**config.mk**
```make
export PLATFORM = sky130hd
export DESIGN_NAME = keypad_scanner
export DESIGN_NICKNAME = d
export VERILOG_FILES = /design/src/rtl/keypad_scanner.sv
export SDC_FILE = /design/constraint.sdc
export NUM_CORES = 1
export LEC_CHECK = 0
export ABC_AREA = 1
export BUFFER_PORTS_ARGS = -buffer_cell sky130_fd_sc_hd__buf_2
export CORE_AREA = 5 5 76 78
export CTS_CLUSTER_DIAMETER = 40
export DETAILED_ROUTE_END_ITERATION = 6
export DIE_AREA = 0 0 81 83
export PLACE_DENSITY = 0.73
export SLEW_MARGIN = 20
export SYNTH_ARGS = -nofsm -noshare
export SYNTH_HDL_FRONTEND = slang
export SYNTH_SLANG_ARGS = --single-unit
export TNS_END_PERCENT = 20
```
**constraint.sdc**
```tcl
create_clock -name clk -period 2.2 [get_ports clk]
set_input_delay 0.33 -clock clk [delete_from_list [all_inputs] [get_ports clk]]
set_output_delay 0.33 -clock clk [all_outputs]
set_load 0.01 [all_outputs]
```
**src/rtl/keypad_scanner.sv**
```systemverilog
// keypad_scanner
//   Front end of the code lock: scans a 4x3 active-low matrix keypad,
//   debounces press and release, and encodes the key into the lock's
//   4-bit code ('0'-'9' = 0..9, '#' = 10, '*' = 11).
//
//   Optional feature macro: KEYPAD_AUTOREPEAT_EN
//     When defined, a held key re-strobes Valid_1 after REPEAT_DLY clocks
//     and then every REPEAT_PER clocks. When undefined, one strobe per press.
//
// Ports
//   clk      in   system clock, rising edge
//   reset_1  in   synchronous reset, active high
//   row_in   in   [3:0] keypad rows, active low, asynchronous
//   col_out  out  [2:0] column drive, active low, one-hot-zero
//   Code_1   out  [3:0] last confirmed key code
//   Valid_1  out  one-cycle strobe per confirmed key (and per repeat)
//   S_Row    out  high while the confirmed key is held
module keypad_scanner #(
  parameter int SCAN_DIV     = 1000,
  parameter int DEBOUNCE_CYC = 20000,
  parameter int REPEAT_DLY   = 500000,
  parameter int REPEAT_PER   = 100000
) (
  input  logic       clk,
  input  logic       reset_1,
  input  logic [3:0] row_in,
  output logic [2:0] col_out,
  output logic [3:0] Code_1,
  output logic       Valid_1,
  output logic       S_Row
);

  localparam int CMAX = (SCAN_DIV > DEBOUNCE_CYC) ? SCAN_DIV : DEBOUNCE_CYC;
  localparam int CW   = $clog2(CMAX + 1);

  if (SCAN_DIV < 2 || DEBOUNCE_CYC < 1 || REPEAT_DLY < 1 || REPEAT_PER < 1) begin : g_bad_param
    $error("keypad_scanner: parameter out of range");
  end

  typedef enum logic [1:0] {SCAN, DEB_PRESS, PRESSED, DEB_REL} state_t;

  state_t          state;
  logic [3:0]      rs_meta, rs;   // row synchroniser
  logic [3:0]      pat;           // row pattern latched at the scan sample
  logic [1:0]      col_idx;
  logic [CW-1:0]   cnt;           // dwell / debounce counter
  logic            load_pend;     // debounce succeeded: load code next cycle
  logic            val_pend;      // strobe Valid_1 next cycle

`ifdef KEYPAD_AUTOREPEAT_EN
  localparam int RMAX = (REPEAT_DLY > REPEAT_PER) ? REPEAT_DLY : REPEAT_PER;
  localparam int HW   = $clog2(RMAX + 1);
  logic [HW-1:0]   hold_cnt;
  logic            rep_phase;     // 0: waiting first repeat, 1: periodic
`endif

  logic [3:0] low;
  logic       one_low;
  logic [1:0] row_idx;
  logic [1:0] col_nxt;
  logic [3:0] key_code;

  // Exactly one row pulled low: any two or more is a ghost/multi-key.
  assign low     = ~rs;
  assign one_low = (low != 4'd0) && ((low & (low - 4'd1)) == 4'd0);
  assign col_nxt = (col_idx == 2'd2) ? 2'd0 : col_idx + 2'd1;

  always_comb begin
    row_idx = 2'd0;
    case (pat)
      4'b1110: row_idx = 2'd0;
      4'b1101: row_idx = 2'd1;
      4'b1011: row_idx = 2'd2;
      4'b0111: row_idx = 2'd3;
      default: row_idx = 2'd0;
    endcase
  end

  // Rows 0-2 hold digits 1-9 in reading order; row 3 is '*', '0', '#'.
  always_comb begin
    key_code = 4'd0;
    if (row_idx == 2'd3) begin
      case (col_idx)
        2'd0:    key_code = 4'b1011;
        2'd1:    key_code = 4'b0000;
        default: key_code = 4'b1010;
      endcase
    end else begin
      key_code = 4'({2'b00, row_idx} * 4'd3 + {2'b00, col_idx} + 4'd1);
    end
  end

  always_ff @(posedge clk) begin
    if (reset_1) begin
      state     <= SCAN;
      rs_meta   <= 4'hF;
      rs        <= 4'hF;
      pat       <= 4'hF;
      col_idx   <= 2'd0;
      col_out   <= 3'b110;
      cnt       <= '0;
      load_pend <= 1'b0;
      val_pend  <= 1'b0;
      Code_1    <= 4'b0000;
      Valid_1   <= 1'b0;
      S_Row     <= 1'b0;
`ifdef KEYPAD_AUTOREPEAT_EN
      hold_cnt  <= '0;
      rep_phase <= 1'b0;
`endif
    end else begin
      rs_meta  <= row_in;
      rs       <= rs_meta;
      Valid_1  <= val_pend;
      val_pend <= 1'b0;

      // Code and S_Row settle one cycle ahead of the strobe.
      if (load_pend) begin
        Code_1    <= key_code;
        S_Row     <= 1'b1;
        load_pend <= 1'b0;
        val_pend  <= 1'b1;
      end

      case (state)
        SCAN: begin
          if (cnt == CW'(SCAN_DIV - 1)) begin
            cnt <= '0;
            if (one_low) begin
              pat   <= rs;
              state <= DEB_PRESS;
            end else begin
              col_idx <= col_nxt;
              col_out <= ~(3'b001 << col_nxt);
            end
          end else begin
            cnt <= cnt + CW'(1);
          end
        end
        DEB_PRESS: begin
          if (rs != pat) begin
            state   <= SCAN;
            cnt     <= '0;
            col_idx <= col_nxt;
            col_out <= ~(3'b001 << col_nxt);
          end else if (cnt == CW'(DEBOUNCE_CYC - 1)) begin
            state     <= PRESSED;
            cnt       <= '0;
            load_pend <= 1'b1;
          end else begin
            cnt <= cnt + CW'(1);
          end
        end
        PRESSED: begin
          if (rs == 4'hF) begin
            state <= DEB_REL;
            cnt   <= '0;
          end
        end
        DEB_REL: begin
          if (rs != 4'hF) begin
            state <= PRESSED;     // release bounce: key still held
            cnt   <= '0;
          end else if (cnt == CW'(DEBOUNCE_CYC - 1)) begin
            state   <= SCAN;
            cnt     <= '0;
            S_Row   <= 1'b0;
            col_idx <= col_nxt;
            col_out <= ~(3'b001 << col_nxt);
          end else begin
            cnt <= cnt + CW'(1);
          end
        end
        default: state <= SCAN;
      endcase

`ifdef KEYPAD_AUTOREPEAT_EN
      // Hold timer is zeroed at confirmation, runs only while PRESSED.
      if (load_pend) begin
        hold_cnt  <= '0;
        rep_phase <= 1'b0;
      end else if (state == PRESSED) begin
        if (hold_cnt == (rep_phase ? HW'(REPEAT_PER - 1) : HW'(REPEAT_DLY - 1))) begin
          hold_cnt  <= '0;
          rep_phase <= 1'b1;
          val_pend  <= 1'b1;
        end else begin
          hold_cnt <= hold_cnt + HW'(1);
        end
      end else begin
        hold_cnt  <= '0;
        rep_phase <= 1'b0;
      end
`endif
    end
  end

endmodule

```
==> flow_metrics.py, run 1 <==
metrics = {
    "run_status": {
        "outcome": "finished, final reports clean",
    },
    "placed_design": {
        "hpwlAfterDp_mm": 3.20,
        "gp_congestion": 0.848,
        "placed_cells": 376,
        "port_buffers": 14,
    },
    "global_route": {
        "antenna_found_initial": 0,
        "grt.overflow.total": 0,
        "grt_pass1_wl_mm": 7.87,
        "grt_max_degree": 19,
        "grt_pass1_vias": 1750,
        "track_usage_pct": 14.5,
    },
    "logic_synthesis": {
        "syn_avg_cell_area_um2": 7.32,
        "ys_warn_count": 0,
        "synth_top_area_cell": "dfxtp_1",
        "synth_top_area_share_pct": 39.0,
        "synth_common_cells": "58 x nand2_1, 42 x dfxtp_1, 38 x nor2_1, 32 x inv_1, 17 x nand3_1",
        "yosysMostFrequentCell": "nand2_1",
        "syn_nets": 308,
        "yosysSeqAreaShare_pct": 39.0,
        "yosys-top-cells-area": "dfxtp_1 39%, nand2_1 10%, nor2_1 6.6%, inv_1 5.6%, nand3_1 3.9%",
        "netlist_instances": 295,
        "synthFlopType": "dfxtp_1",
        "syn_area_um2": 2160,
        "yosysUniqueCellTypes": 34,
        "synth-seq-cells": 42,
        "async_flop_share_pct": 0,
        "synth-edff-count": 0,
    },
    "sta": {
        "min_period_ns": 2.14,
        "fmax_ghz": 0.468,
        "rsz0062_at_grt": "yes",
        "max-slew-margin-rel_pct": 67.8,
        "hold_violations": 0,
        "worstMarginPinSlew_ns": 0.482,
        "timing.hold.ws_ns": 0.209,
        "setup-violations-final": 0,
        "drv_slew": 0,
        "finalCritPeriodShare_pct": 97.1,
        "finClkSkew_ns": 0.00429,
    },
    "route": {
        "wl_mm": 4.45,
        "routedWlPerCell_um": 11.5,
        "drc": 0,
        "vias": 1867,
        "viasPerCell": 4.84,
        "drtIter0Drc": 143,
        "dr.pass1.iters": 4,
        "ant_nets": 0,
    },
    "die": {
        "dieArea_um2": 6720,
        "die_w_um": 81,
        "start_util_pct": 43.1,
        "core_area_um2": 5010,
        "num_rows": 26,
        "ios": 15,
        "die_h_um": 83,
    },
    "layout": {
        "drive_above_1_share_pct": 26.3,
        "utilization_pct": 49.0,
        "diodes": 0,
        "finalNonFillerCells": 386,
        "nFillCells": 504,
        "syn2layout_area_growth_pct": 13.7,
        "nets": 328,
    },
    "flow_run": {
        "cap_violations": 0,
    },
    "clocking": {
        "root_buffer": "clkbuf_8",
        "cts_max_level": 2,
        "cts_tree": "done",
        "path_clk_slew_ns": 0.08,
        "clk_path_buf_depth": 2,
        "numCtsBuffers": 5,
        "clkLatencyLatePin_ns": 0.29,
        "clkSinkCount": 42,
    },
    "setup_path": {
        "critPathRequiredTime_ns": 2.37,
        "rr_worst_depth": 11,
        "r2r_end": "Code_1[3]$_SDFFE_PP0P_",
        "crit_path_end_kind": "register",
        "start_kind": "register",
        "crit_type": "reg -> reg",
        "worstReg2RegStart": "pat[3]$_SDFFE_PP1P_",
        "worstPathMaxFanout": 5,
        "r2r_slack_ns": 0.06,
        "cp.arrival_ns": 2.31,
    },
    "hold_path": {
        "hold_depth": 2,
        "hp-start": "row_in[3]",
        "hold_path_class": "in -> reg",
        "min_to": "rs_meta[3]$_SDFF_PP1_",
    },
    "pwr": {
        "leakage_nw": 1.06,
        "powerDensity_nw_per_um2": 592,
        "ir_drop_uv": 463,
    },
}
worst max-delay path: stages (launching register included):
cell	delay, ns
dfxtp_2	0.35
inv_4	0.07
o211ai_1	0.11
a21oi_2	0.14
inv_1	0.07
fa_1	0.52
inv_2	0.05
ha_1	0.28
a21oi_2	0.12
nor2_1	0.04
o21ai_0	0.17
a31oi_1	0.10
registers in the layout (all words and copies together), names as in the netlist:
register   cells
pat            4
Code_1         4
rs_meta        4
Valid_1        1
S_Row          1
col_idx        2
load_pend      1
rs             4
state          2
col_out        3
cnt           15
val_pend       1
per-layer routing:
layer	global-route usage, %	part of all wire [%]
met5	0	0
met4	6.14	1.7
met3	2.92	5.4
met2	21.8	46
met1	19.9	47
stage by stage:
step	setup slack [ns]	TNS [ns]	instance area, um^2	power (mW)
2_1_floorplan	0.108	0	2160	0.844
3_3_place_gp	0.0972	0	2300	0.854
3_5_place_dp	-0.00235	-0.00235	2300	0.856
4_1_cts	0.0133	0	2430	1.47
5_1_grt	-0.0799	-0.191	2450	1.51
6_report	0.0629	0	2450	1.45
cell usage in the layout (no fill, tap or decap), types with 5 or more instances in the layout:
cell and count:
nand2_1 58, dfxtp_1 38, nor2_1 38, inv_1 29, nand3_1 17, buf_2 14
inv_2 12, nor2_2 12, nor3_1 9, o21ai_0 8, or2_2 8, a21oi_1 6
nand2_2 6, o211ai_1 5, ha_1 5, clkbuf_8 5
power breakdown:
| part | internal [mW] | leakage [nW] | total (mW) | switching [mW] |
|---|---|---|---|---|
| clock | 0.338 | 0.0504 | 0.613 | 0.276 |
| sequential | 0.771 | 0.339 | 0.780 | 0.00957 |
| combinational | 0.0219 | 0.673 | 0.0580 | 0.0362 |
final cells by class:
class | instances | area (um^2) | share of cell area [%]
sequential | 42 | 846 | 34.5
inverter | 42 | 160 | 6.53
clock buffer | 5 | 68.8 | 2.80
tap | 70 | 87.6 | 3.57
clock inverter | 3 | 45.0 | 1.84
timing repair buffer | 18 | 100 | 4.08
multi-input combinational | 206 | 1150 | 46.7
logic make-up (layout without fill, tap and decap cells):
| kind of cell | after synthesis | in the layout | synth area share [%] |
|---|---|---|---|
| DFF | 42 | 42 | 39.0 |
| AOI/OAI and AO/OA | 34 | 34 | 10.3 |
| adders and majority gates | 7 | 7 | 4.75 |
| xor gates and xnor gates | 4 | 4 | 1.62 |
| and+or+nand+nor | 161 | 161 | 35.8 |
| buffers and inverters | 47 | 68 | 8.58 |
worst max-delay path by stage:
stage                        startpoint                     end  cells after the start
finish              pat[3]$_SDFFE_PP1P_  Code_1[3]$_SDFFE_PP0P_                     11
global route        pat[3]$_SDFFE_PP1P_  Code_1[3]$_SDFFE_PP0P_                     11
CTS                 pat[3]$_SDFFE_PP1P_  Code_1[2]$_SDFFE_PP0P_                     10
detailed placement  pat[2]$_SDFFE_PP1P_  Code_1[2]$_SDFFE_PP0P_                     10
global placement    pat[3]$_SDFFE_PP1P_  Code_1[2]$_SDFFE_PP0P_                     10
floorplan           pat[3]$_SDFFE_PP1P_  Code_1[2]$_SDFFE_PP0P_                     10
what timing repair did:
action                                  in CTS  in global routing
buffers inserted                             1                  1
endpoints found under the setup margin       1                  3
hold buffers                                 0                  0
pin swaps                                    1                  3
gates resized for setup                      4                 10
(Power assumes the default switching activity.)
==> inputs of run 2 (changes only) <==
--- a/config.mk
+++ b/config.mk
@@ -5,13 +5,14 @@
 export SDC_FILE = /design/constraint.sdc
 export NUM_CORES = 1
 export LEC_CHECK = 0
-export ABC_AREA = 1
+export ABC_AREA = 0
+export ABC_CLOCK_PERIOD_IN_PS = 2200
 export BUFFER_PORTS_ARGS = -buffer_cell sky130_fd_sc_hd__buf_2
-export CORE_AREA = 5 5 76 78
+export CORE_AREA = 5 5 74 76
 export CTS_CLUSTER_DIAMETER = 40
 export DETAILED_ROUTE_END_ITERATION = 6
-export DIE_AREA = 0 0 81 83
-export PLACE_DENSITY = 0.73
+export DIE_AREA = 0 0 79 81
+export PLACE_DENSITY = 0.62
 export SLEW_MARGIN = 20
 export SYNTH_ARGS = -nofsm -noshare
 export SYNTH_HDL_FRONTEND = slang
==> flow_metrics.py, run 2 <==
metrics = {
    "logic_synthesis": {
        "synth_top_area_share_pct": 40.5,
        "netlist_instances": 220,
        "yosys-top-cells-area": "dfxtp_1 40%, xor2_1 4.6%, nor2_1 4.3%, xnor2_1 4.2%, mux2i_1 3.9%",
        "synth_top_area_cell": "dfxtp_1",
        "synth_common_cells": "42 x dfxtp_1, 24 x nor2_1, 13 x nand2_1, 11 x inv_1, 11 x xor2_1",
        "ys_warn_count": 0,
        "syn_nets": 233,
        "yosysUniqueCellTypes": 48,
        "syn_avg_cell_area_um2": 9.45,
        "synthFlopType": "dfxtp_1",
        "async_flop_share_pct": 0,
        "yosysSeqAreaShare_pct": 40.5,
        "syn_area_um2": 2080,
        "synth-seq-cells": 42,
        "yosysMostFrequentCell": "dfxtp_1",
        "synth-edff-count": 0,
    },
    "route": {
        "vias": 1534,
        "routedWlPerCell_um": 12.4,
        "drc": 0,
        "ant_nets": 0,
        "viasPerCell": 5.15,
        "wl_mm": 3.69,
        "drtIter0Drc": 49,
        "dr.pass1.iters": 4,
    },
    "layout": {
        "seqCellArea_um2": 845,
        "nets": 256,
        "largest_reg_flops": 15,
        "syn2layout_area_growth_pct": 15.6,
        "final_common_cell": "dfxtp_1",
        "diodes": 0,
        "nFillCells": 431,
        "drive_above_1_share_pct": 23.8,
        "postLayoutCellArea_um2": 2400,
        "final_cell_mix": "39 x dfxtp_1, 24 x nor2_1, 14 x buf_2",
        "multi_input_area_um2": 1190,
        "top_register": "cnt",
    },
    "clocking": {
        "cts_max_level": 2,
        "ctsHoldBuffers": 0,
        "cts_tree": "done",
        "path_clk_slew_ns": 0.08,
        "clkLatencyLatePin_ns": 0.30,
        "clk_path_buf_depth": 2,
        "root_buffer": "clkbuf_8",
        "numCtsBuffers": 5,
        "clkSinkCount": 42,
    },
    "placed_design": {
        "port_buffers": 14,
        "gp_congestion": 0.795,
        "hpwlAfterDp_mm": 2.75,
        "dpl-instance-area_um2": 2230,
        "place_ws_ns": -0.0579,
    },
    "sta": {
        "worst_slack_ns": 0.0560,
        "finalCritPeriodShare_pct": 97.5,
        "fin_tns_setup_ns": 0,
        "drv_slew": 0,
        "max-slew-margin-rel_pct": 65.3,
        "finClkSkew_ns": 0.00654,
        "fmax_ghz": 0.466,
        "hold_violations": 0,
        "worstMarginPinSlew_ns": 0.516,
        "setup-violations-final": 0,
        "rsz0062_at_grt": "yes",
        "min_period_ns": 2.14,
    },
    "flow_run": {
        "cap_violations": 0,
    },
    "global_route": {
        "grt_pass1_wl_mm": 6.54,
        "track_usage_pct": 13.0,
        "antenna_found_initial": 0,
        "grt_pass1_vias": 1461,
        "grt.overflow.total": 0,
        "grt_max_degree": 26,
    },
    "pwr": {
        "powerDensity_nw_per_um2": 655,
        "ir_drop_uv": 399,
        "leakage_nw": 0.924,
    },
    "setup_path": {
        "crit_chain": "xor2_1 > and3_1 > inv_1 > fa_1 > inv_2 > ha_4 > a21oi_2 > nor2b_1 > o311ai_1 > a21oi_1",
        "crit_type": "reg -> reg",
        "path_buf_inv": 2,
        "max_stage_delay_ns": 0.51,
        "cp.arrival_ns": 2.33,
        "start_kind": "register",
        "critPathRequiredTime_ns": 2.38,
        "crit_path_end_kind": "register",
        "critPathSlowestCell": "fa_1",
        "worstPathMaxFanout": 3,
        "path_delay_family": "adder cells",
    },
    "die": {
        "die_w_um": 79,
        "start_util_pct": 44.6,
        "core_area_um2": 4660,
        "ios": 15,
        "die_h_um": 81,
        "dieArea_um2": 6400,
        "num_rows": 25,
    },
    "run_status": {
        "outcome": "finished, final reports clean",
    },
    "hold_path": {
        "hold_path_class": "in -> reg",
    },
}
==> run 2: cell count changes in the layout (fill, tap and decap cells not counted), moves of 9 or more <==
cell,delta
inv_1,-19
inv_2,-11
nand2_1,-45
nand3_1,-9
nor2_1,-14
nor2_2,-11
xnor2_1,+9
==> run 2: cells by family (layout without fill, tap and decap cells) <==
logic type	after synthesis	count (layout)	share of synthesized area, %
XOR/XNOR	21	21	8.85
AO/OA/AOI/OAI	32	32	12.6
buffers and inverters	16	40	3.25
flip-flops	42	42	40.5
multiplexers	8	8	3.85
adder cells (fa/ha/maj)	7	7	4.94
AND/OR/NAND/NOR	94	94	26.0
==> run 2: path summary, 6_finish.rpt <==
kind                         startpoint                     end  slack (ns)  depth (start not counted)
hold reg to reg   rs_meta[1]$_SDFF_PP1_        rs[1]$_SDFF_PP1_        0.41                          1
setup reg to reg    pat[3]$_SDFFE_PP1P_  Code_1[3]$_SDFFE_PP0P_        0.06                         10
setup / recovery    pat[3]$_SDFFE_PP1P_  Code_1[3]$_SDFFE_PP0P_        0.06                         10
hold / removal                row_in[1]   rs_meta[1]$_SDFF_PP1_        0.21                          2
==> run 2: layout make-up <==
class                           count  share of cell area, %
Clock buffer                        5                   2.86
Sequential cell                    42                   35.2
Timing Repair Buffer               21                   5.10
Tap cell                           54                   2.81
Clock inverter                      3                   2.86
Multi-Input combinational cell    162                   49.5
Inverter                           11                   1.72
==> run 2: worst register-to-register path: cells and delay by family (launching register included) <==
kind	cells	cell delay, ns
fa+ha+maj	2	0.72
compound gates	3	0.47
flops	1	0.36
simple gates	2	0.23
xor+xnor	1	0.14
buf+inv	2	0.12
==> run 2: repair_timing <==
action                     4_1_cts  5_1_grt
pin swaps                        0        9
resized for setup                2        6
setup endpoints to repair        2        3
setup buffers                    0        1
==> run 2: routing by layer <==
layer	GRT usage (%)	vias to the layer above	routed length, um
met5	0	-	0
met4	5.15	0	62
met3	3.77	7	124
met2	21.4	20	1700
met1	16.1	692	1800
li1	-	815	-
==> run 2: per-stage QoR <==
| stage | total power [mW] | instances | hold WS, ns | utilization (%) |
|---|---|---|---|---|
| floorplan | 0.849 | 220 | 0.389 | - |
| global placement | 0.867 | 289 | 0.391 | 47.9 |
| detailed placement | 0.868 | 289 | 0.393 | 47.9 |
| CTS | 1.60 | 297 | 0.196 | 50.9 |
| global route | 1.64 | 298 | 0.208 | 51.5 |
| finish | 1.57 | 298 | 0.209 | 51.5 |
==> run 2: where the power goes <==
part | switching, mW | internal [mW] | total (mW)
Combinational | 0.0381 | 0.0267 | 0.0648
Clock | 0.271 | 0.454 | 0.726
Sequential | 0.0121 | 0.771 | 0.783
